==> src/rtl/tpu_host_driver.sv <==
// tpu_host_driver: sequences one 2x2 matmul job onto the TPU pins and returns the four accumulations
module tpu_host_driver #(
  parameter int READ_LAT = 1,
  parameter int TIMEOUT  = 255
) (
  input  logic        clk,
  input  logic        rst_n,
  input  logic        job_valid,
  output logic        job_ready,
  input  logic [31:0] job_w,
  input  logic [31:0] job_x,
  output logic        res_valid,
  input  logic        res_ready,
  output logic [63:0] res_c,
  output logic        res_err,
  output logic [7:0]  tpu_ui_in,
  output logic [7:0]  tpu_uio_in,
  input  logic [7:0]  tpu_uo_out,
  input  logic [7:0]  tpu_uio_out
);
  typedef enum logic [2:0] {IDLE, CLEAR, LOAD, START, WAIT_DONE, READ, RESP} state_t;
  localparam logic [15:0] READ_END = 16'(7 + READ_LAT);
  state_t state, state_d;
  logic [15:0] cnt, cnt_d, cap_idx;
  logic [63:0] job;
  logic [7:0] ui_d;
  logic [2:0] op_d;
  logic done, timeout_hit, capture, unused_ok;
  assign done = tpu_uio_out[7];
  assign timeout_hit = ({1'b0, cnt} + 17'd1) == 17'(TIMEOUT);
  assign cap_idx = cnt - 16'(READ_LAT);
  assign capture = state == READ && cnt >= 16'(READ_LAT);
  assign job_ready = state == IDLE;
  assign res_valid = state == RESP;
  assign unused_ok = &{1'b0, tpu_uio_out[6:0], cap_idx[15:3]};
  // State, phase counter, latched job, pin registers and result capture
  always_ff @(posedge clk or negedge rst_n) begin
    if (!rst_n) begin
      state <= IDLE;
      cnt <= '0;
      job <= '0;
      res_c <= '0;
      res_err <= 1'b0;
      tpu_ui_in <= '0;
      tpu_uio_in <= '0;
    end else begin
      state <= state_d;
      cnt <= cnt_d;
      tpu_ui_in <= ui_d;
      tpu_uio_in <= {5'b0, op_d};
      if (state == IDLE && job_valid) begin
        job <= {job_x, job_w};
        res_c <= '0;
        res_err <= 1'b0;
      end
      if (state == WAIT_DONE && !done && timeout_hit) res_err <= 1'b1;
      if (capture) res_c[{cap_idx[2:0], 3'b000} +: 8] <= tpu_uo_out;
    end
  end
  // Next state; the phase counter restarts on every state change
  always_comb begin
    state_d = state;
    case (state)
      IDLE:      state_d = job_valid ? CLEAR : IDLE;
      CLEAR:     state_d = LOAD;
      LOAD:      state_d = (cnt == 16'd7) ? START : LOAD;
      START:     state_d = WAIT_DONE;
      WAIT_DONE: state_d = done ? READ : (timeout_hit ? RESP : WAIT_DONE);
      READ:      state_d = (cnt == READ_END) ? RESP : READ;
      RESP:      state_d = res_ready ? IDLE : RESP;
      default:   state_d = IDLE;
    endcase
    cnt_d = (state_d != state) ? '0 : cnt + 16'd1;
  end
  // Pin values derived from the next state so the registered pins line up with the state
  always_comb begin
    op_d = (state_d == CLEAR) ? 3'b100 :
           (state_d == LOAD) ? 3'b001 :
           (state_d == START) ? 3'b010 :
           (state_d == READ && cnt_d < 16'd8) ? 3'b011 : 3'b000;
    ui_d = (state_d == LOAD) ? job[{cnt_d[2:0], 3'b000} +: 8] : 8'h00;
  end
endmodule

==> config.mk <==
export PLATFORM = sky130hd
export DESIGN_NAME = tpu_host_driver
export DESIGN_NICKNAME = d
export VERILOG_FILES = /design/src/rtl/tpu_host_driver.sv
export SDC_FILE = /design/constraint.sdc
export NUM_CORES = 1
export LEC_CHECK = 0
export BUFFER_PORTS_ARGS = -buffer_cell sky130_fd_sc_hd__buf_2
export CAP_MARGIN = 5
export CORE_AREA = 2 2 120 122
export CTS_CLUSTER_DIAMETER = 30
export DETAILED_ROUTE_END_ITERATION = 8
export DIE_AREA = 0 0 122 124
export PLACE_DENSITY = 0.85
export SYNTH_ARGS = -nofsm -noshare
export SYNTH_HDL_FRONTEND = slang
export SYNTH_SLANG_ARGS = --single-unit
export TNS_END_PERCENT = 30
==> constraint.sdc <==
create_clock -name clk -period 3.6 [get_ports clk]
set_input_delay 0.72 -clock clk [delete_from_list [all_inputs] [get_ports clk]]
set_output_delay 0.72 -clock clk [all_outputs]
set_load 0.005 [all_outputs]
==> results of run 1 <==
==> area by class of cell <==
type	instances	area [um2]	share of cell area, %
Clock buffer	17	425	4.81
Clock inverter	15	184	2.08
Inverter	11	41.3	0.467
Multi-Input combinational cell	595	3100	35.0
Sequential cell	159	3980	45.0
Tap cell	180	225	2.55
Timing Repair Buffer	165	885	10.0
==> registers in the layout (all words and copies together) (netlist names) <==
| name | cells |
|---|---|
| cnt | 16 |
| state | 3 |
| res_c | 64 |
| job | 64 |
| tpu_uio_in | 3 |
| res_err | 1 |
| tpu_ui_in | 8 |
==> final timing paths <==
kind                                     start                      end  slack, ns  depth (start not counted)
max                           cnt[2]$_DFF_PN0_  tpu_uio_in[0]$_DFF_PN0_       0.38                          9
min                                      rst_n  tpu_uio_in[2]$_DFF_PN0_       0.32                          1
max reg2reg                   cnt[2]$_DFF_PN0_  tpu_uio_in[0]$_DFF_PN0_       0.38                          9
min reg2reg                job[43]$_DFFE_PN0P_      job[43]$_DFFE_PN0P_       0.48                          2
max in group asynchronous                rst_n      job[56]$_DFFE_PN0P_       2.46                          2
min in group clk                     job_x[11]      job[43]$_DFFE_PN0P_       0.47                          3
==> cells in the final DEF, fill, tap and decap left out, drive strengths merged, types with 2 or more instances in the layout <==
master	instances
nand2	272
buf	165
dfrtp	159
o21ai	78
nand3	56
nor2	22
nor3	18
a21oi	17
clkbuf	17
mux2i	16
inv	14
nand4	12
a211oi	11
a31oi	10
xnor2	10
ha	9
xor2	8
o221ai	7
nor4	7
clkinv	7
conb	5
and4	4
nor2b	3
nand2b	3
bufinv	3
and3	2
a211o	2
nand4b	2
o21a	2
mux4	2
clkinvlp	2
or2	2
==> power groups by stage <==
stage	combinational (uW)	clock, uW	sequential, uW
after floorplan	1600	0	2460
after global placement	2120	0	2520
after detailed placement	2180	0	2540
after CTS	2230	1870	2530
after global routing	2490	1960	2580
final	2250	1860	2530
==> layer usage <==
layer  vias up  GRT usage, %
met5         -             0
met4         0          10.6
met3        61          6.59
met2       282          41.3
met1      3030          33.6
li1       3025             -
==> per-stage QoR <==
stage	hold WS (ns)	util [%]	power [uW]	cells
finish	0.321	64.4	6640	1142
global route	0.393	64.4	7020	1142
CTS	0.352	64.4	6630	1142
detailed placement	0.462	60.0	4730	1110
global placement	0.455	60.0	4650	1110
floorplan	0.424	-	4060	826
==> worst reg2reg max path, stage by stage, from the launching register on <==
cell and delay, ns:
dfrtp_1 0.57, ha_1 0.25, nand4_1 0.29, nor3_1 0.53
mux2i_1 0.28, o2111ai_2 0.25, o21ai_2 0.44, buf_4 0.30
o21ai_1 0.14, nand2_1 0.11
==> cells by family after synthesis <==
family,count (synthesis)
DFF,159
xor gates and xnor gates,18
and+or+nand+nor,410
adders and majority gates,9
muxes,18
other,1
buffers and inverters,72
AOI/OAI and AO/OA,135
==> results.toml, run 1 <==
[status]
outcome = "finished clean"

[placement]
post-place-ws_ns = 0.496
gp_congestion = 0.907
port_buffers = 154
place_area_um2 = 8230
dp_hpwl_mm = 12.8

[cts]
htreeDepth = 4
cts_buffers = 17
clk_latency_ns = 0.44
ctsHoldBuffers = 0
cts_resized = 0
clk_pin_slew_ns = 0.06
cts_root_buf = "clkbuf_16"
clock_sinks = 159
cts_tree = "yes"
post_cts_buffers = 0
cts_buffer_depth = 2

[hold_path]
hold_path_class = "in -> async"

[flow_run]
drv_cap = 0

[setup_path]
crit_slowest_cell = "dfrtp_1"
crit_family = "simple AND/OR/NAND/NOR gates"
worst-path-buf-inv = 1
path_class = "reg -> reg"
cp.required_ns = 3.97
arrival_ns = 3.59
worstPathCellList = "ha_1, nand4_1, nor3_1, mux2i_1, o2111ai_2, o21ai_2, buf_4, o21ai_1, nand2_1"
critPathMaxStageDelay_ns = 0.57
endpoint_kind = "register"
crit_fanout = 13
critPathLaunchType = "register"

[yosys]
yosys-top-cells-count = "272 x nand2_1, 159 x dfrtp_1, 75 x o21ai_1"
yosysSeqAreaShare_pct = 54.0
ys_types = 54
avgSynthCellArea_um2 = 8.96
synth_top_cell_by_area = "dfrtp_1"
yosys.area_share.xor_xnor_pct = 2.24
synth_area_leaders = "dfrtp_1 54%, nand2_1 14%, o21ai_1 5.1%"
synth-simple-area-share_pct = 24.3
synth_top_flop_cell = "dfrtp_1"
synth-edff-count = 0
syn_area_um2 = 7360
syn_inst = 822
synth_compound_area_share_pct = 10.9
ys_seq_elements = 159
synth_top_family_by_area = "simple AND/OR/NAND/NOR gates"
synthArstFlopShare_pct = 100
synth_top_area_share_pct = 54.0
synth_fa_ha_area_share_pct = 1.53
yosysWarningCount = 0
synthMuxAreaShare_pct = 2.79
synth.most_common_cell = "nand2_1"

[route]
drtIter0Drc = 645
ant_nets = 0
topRoutingLayerUsed = "met4"
first_pass_iters = 7
met3_wirelength_mm = 1.25
met1_length_mm = 7.82
wl_met2_mm = 9.30
wirelength_mm = 19.0
num_vias = 6398
viasPerCell = 5.60
drc = 0
wire_per_inst_um = 16.6

[timing]
rsz0062_at_grt = "false"
relSlewSlack_pct = 47.2
finalWorstSetupSlack_ns = 0.375
max_freq_mhz = 310
fin_setup_tns_ns = 0
finalSetupViolations = 0
hold_viol_final = 0
worst_slew_pin_slew_ns = 0.791
period_share_pct = 89.6
final_max_slew_viol_count = 0
min_period_ns = 3.22
skew_ns = 0.0119

[power_and_ir_drop]
seq_power_share_pct = 38.1
ir_worst_vdd_v = 0.000509
switchingPower_uw = 2530
combPwrFrac_pct = 33.9
pwr-share-clk_pct = 28.0
p_per_area_nw_per_um2 = 751
sw_frac_of_total_pct = 38.1
power_leakage_uw = 0.00446
p_int_uw = 4110

[global_routing]
first_global_vias = 6121
grt_antenna_before_repair = 0
grt_max_degree = 83
gr-usage-all-layers_pct = 25.8
grt_pass1_wl_mm = 30.2
overflow = 0

[layout]
diodes = 0
drive_gt1_share_pct = 22.2
fill_cells = 1098
final_area_um2 = 8840
nNetsFinal = 1042
area_growth_pct = 20.0

[floorplanning]
fp.dieH_um = 124
pin_count = 167
dieArea_um2 = 15100
core_um2 = 13700
num_rows = 43
initial_core_util_pct = 53.7
dieWidth_um = 122
No activity file was read; power rests on OpenSTA's default activity.
==> inputs of run 2 (changes only) <==
MAX_ROUTING_LAYER = met4   (was default)
SETUP_SLACK_MARGIN = 0.4   (was default)
==> results.toml, run 2 (same netlist as run 1, synthesis figures left out) <==
[status]
outcome = "finished clean"

[hold_path]
hold_path_class = "in -> async"

[setup_path]
r2r_cells = 8
critPathLaunchType = "register"
crit_slowest_cell = "dfrtp_1"
r2r_setup_slack_ns = 0.61
path_class = "reg -> reg"
worstPathCellList = "ha_1, nand4_1, nor4_2, xnor2_1, o2111ai_2, o211ai_2, a31oi_1, o21ai_1"
worst-path-buf-inv = 0
arrival_ns = 3.34
regToRegEndpoint = "tpu_ui_in[0]$_DFF_PN0_"
cp.required_ns = 3.95
critPathMaxStageDelay_ns = 0.54
reg2reg_from = "cnt[2]$_DFF_PN0_"
endpoint_kind = "register"
crit_fanout = 9
crit_family = "compound AO/OA/AOI/OAI gates"

[flow_run]
drv_cap = 0

[layout]
area_growth_pct = 21.1
largestRegisters = "job (64), res_c (64), cnt (16)"
multi_input_area_um2 = 3120
diodes = 0
drive_gt1_share_pct = 22.7
final_common_cell = "nand2_1"
nNetsFinal = 1045
layout.cells.non_filler = 1145
fill_cells = 1089
utilization_pct = 65.0
regArea_um2 = 3980
final_cell_mix = "271 x nand2_1, 159 x dfrtp_1, 153 x buf_2"

[power_and_ir_drop]
ir_worst_vdd_v = 0.000585
total_power_uw = 6760
combPwrFrac_pct = 33.9
p_per_area_nw_per_um2 = 759
seq_power_share_pct = 37.3
power_leakage_uw = 0.00449
switchingPower_uw = 2510
sw_frac_of_total_pct = 37.1
pwr-share-clk_pct = 28.8
p_int_uw = 4260

[cts]
cts_root_buf = "clkbuf_16"
clk_latency_ns = 0.43
ctsHoldBuffers = 0
cts_tree = "yes"
htreeDepth = 4
cts_buffers = 17
cts_buffer_depth = 2
clock_sinks = 159
clk_pin_slew_ns = 0.07

[floorplanning]
initial_core_util_pct = 53.7
dieWidth_um = 122
fp.dieH_um = 124
core_um2 = 13700
num_rows = 43
pin_count = 167
dieArea_um2 = 15100

[route]
wirelength_mm = 19.3
wire_per_inst_um = 16.8
viasPerCell = 5.70
num_vias = 6528
drc = 0
first_pass_iters = 8
drtIter0Drc = 715
ant_nets = 0

[placement]
port_buffers = 154
dp_cells = 1111
dp_hpwl_mm = 12.9
post-place-ws_ns = 0.499
gp_congestion = 0.915

[global_routing]
grt_max_degree = 89
gr-usage-all-layers_pct = 27.0
grt_antenna_before_repair = 0
grt_pass1_wl_mm = 30.6
first_global_vias = 6268
overflow = 0

[timing]
finalSetupViolations = 0
skew_ns = 0.00963
max_freq_mhz = 334
worst_slew_pin_slew_ns = 0.691
finalWorstSetupSlack_ns = 0.609
period_share_pct = 83.1
hold_viol_final = 0
relSlewSlack_pct = 53.9
final_max_slew_viol_count = 0
fin_setup_tns_ns = 0
min_period_ns = 2.99
rsz0062_at_grt = "false"
==> run 2: cell count changes in the layout (fill, tap and decap cells not counted), sizes merged <==
cell / previous run / this run
clkinv: 7 / 5
buf: 165 / 168
clkbuf: 17 / 20
inv: 14 / 12
bufinv: 3 / 4
==> run 2: metal layers <==
metal	wire length, um	vias to the layer above	global-route usage, %
met3	1370	66	5.68
met1	7640	3123	33.7
met2	9610	308	43.9
met4	635	0	10.1
met5	0	-	-
li1	-	3031	-
==> run 2: how the worst max path moves through the flow <==
stage	startpoint	end	cells past startpoint
5_1_grt	cnt[2]$_DFF_PN0_	tpu_ui_in[6]$_DFF_PN0_	8
6_report	cnt[2]$_DFF_PN0_	tpu_ui_in[0]$_DFF_PN0_	8
2_1_floorplan	cnt[0]$_DFF_PN0_	res_c[38]$_DFF_PN0_	10
4_1_cts	cnt[2]$_DFF_PN0_	tpu_ui_in[0]$_DFF_PN0_	9
3_3_place_gp	cnt[2]$_DFF_PN0_	tpu_ui_in[1]$_DFF_PN0_	9
3_5_place_dp	cnt[2]$_DFF_PN0_	tpu_ui_in[0]$_DFF_PN0_	9
==> run 2: what timing repair did <==
item,in CTS,in global routing
gates resized for setup,0,3
setup buffers,0,2
endpoints found under the setup margin,0,13
==> run 2: stage by stage <==
| stage | hold slack (ns) | area [um2] |
|---|---|---|
| after floorplan | 0.424 | 7380 |
| after global placement | 0.455 | 8230 |
| after detailed placement | 0.463 | 8230 |
| after CTS | 0.256 | 8880 |
| after global routing | 0.280 | 8910 |
| final | 0.242 | 8910 |
==> run 2: cell type report <==
class,count,share of cell area (%)
clock inverter,12,2.02
clock buffer,20,5.24
sequential,159,44.6
inverter,11,0.463
timing repair buffer,168,10.2
multi-input combinational,595,34.9
tap,180,2.53
==> run 2: power groups by stage <==
stage          Combinational, uW  Clock [uW]  Sequential [uW]
2_1_floorplan               1600           0             2460
4_1_cts                     2240        1950             2520
6_report                    2290        1950             2520
5_1_grt                     2550        2040             2580
3_5_place_dp                2200           0             2540
3_3_place_gp                2150           0             2520
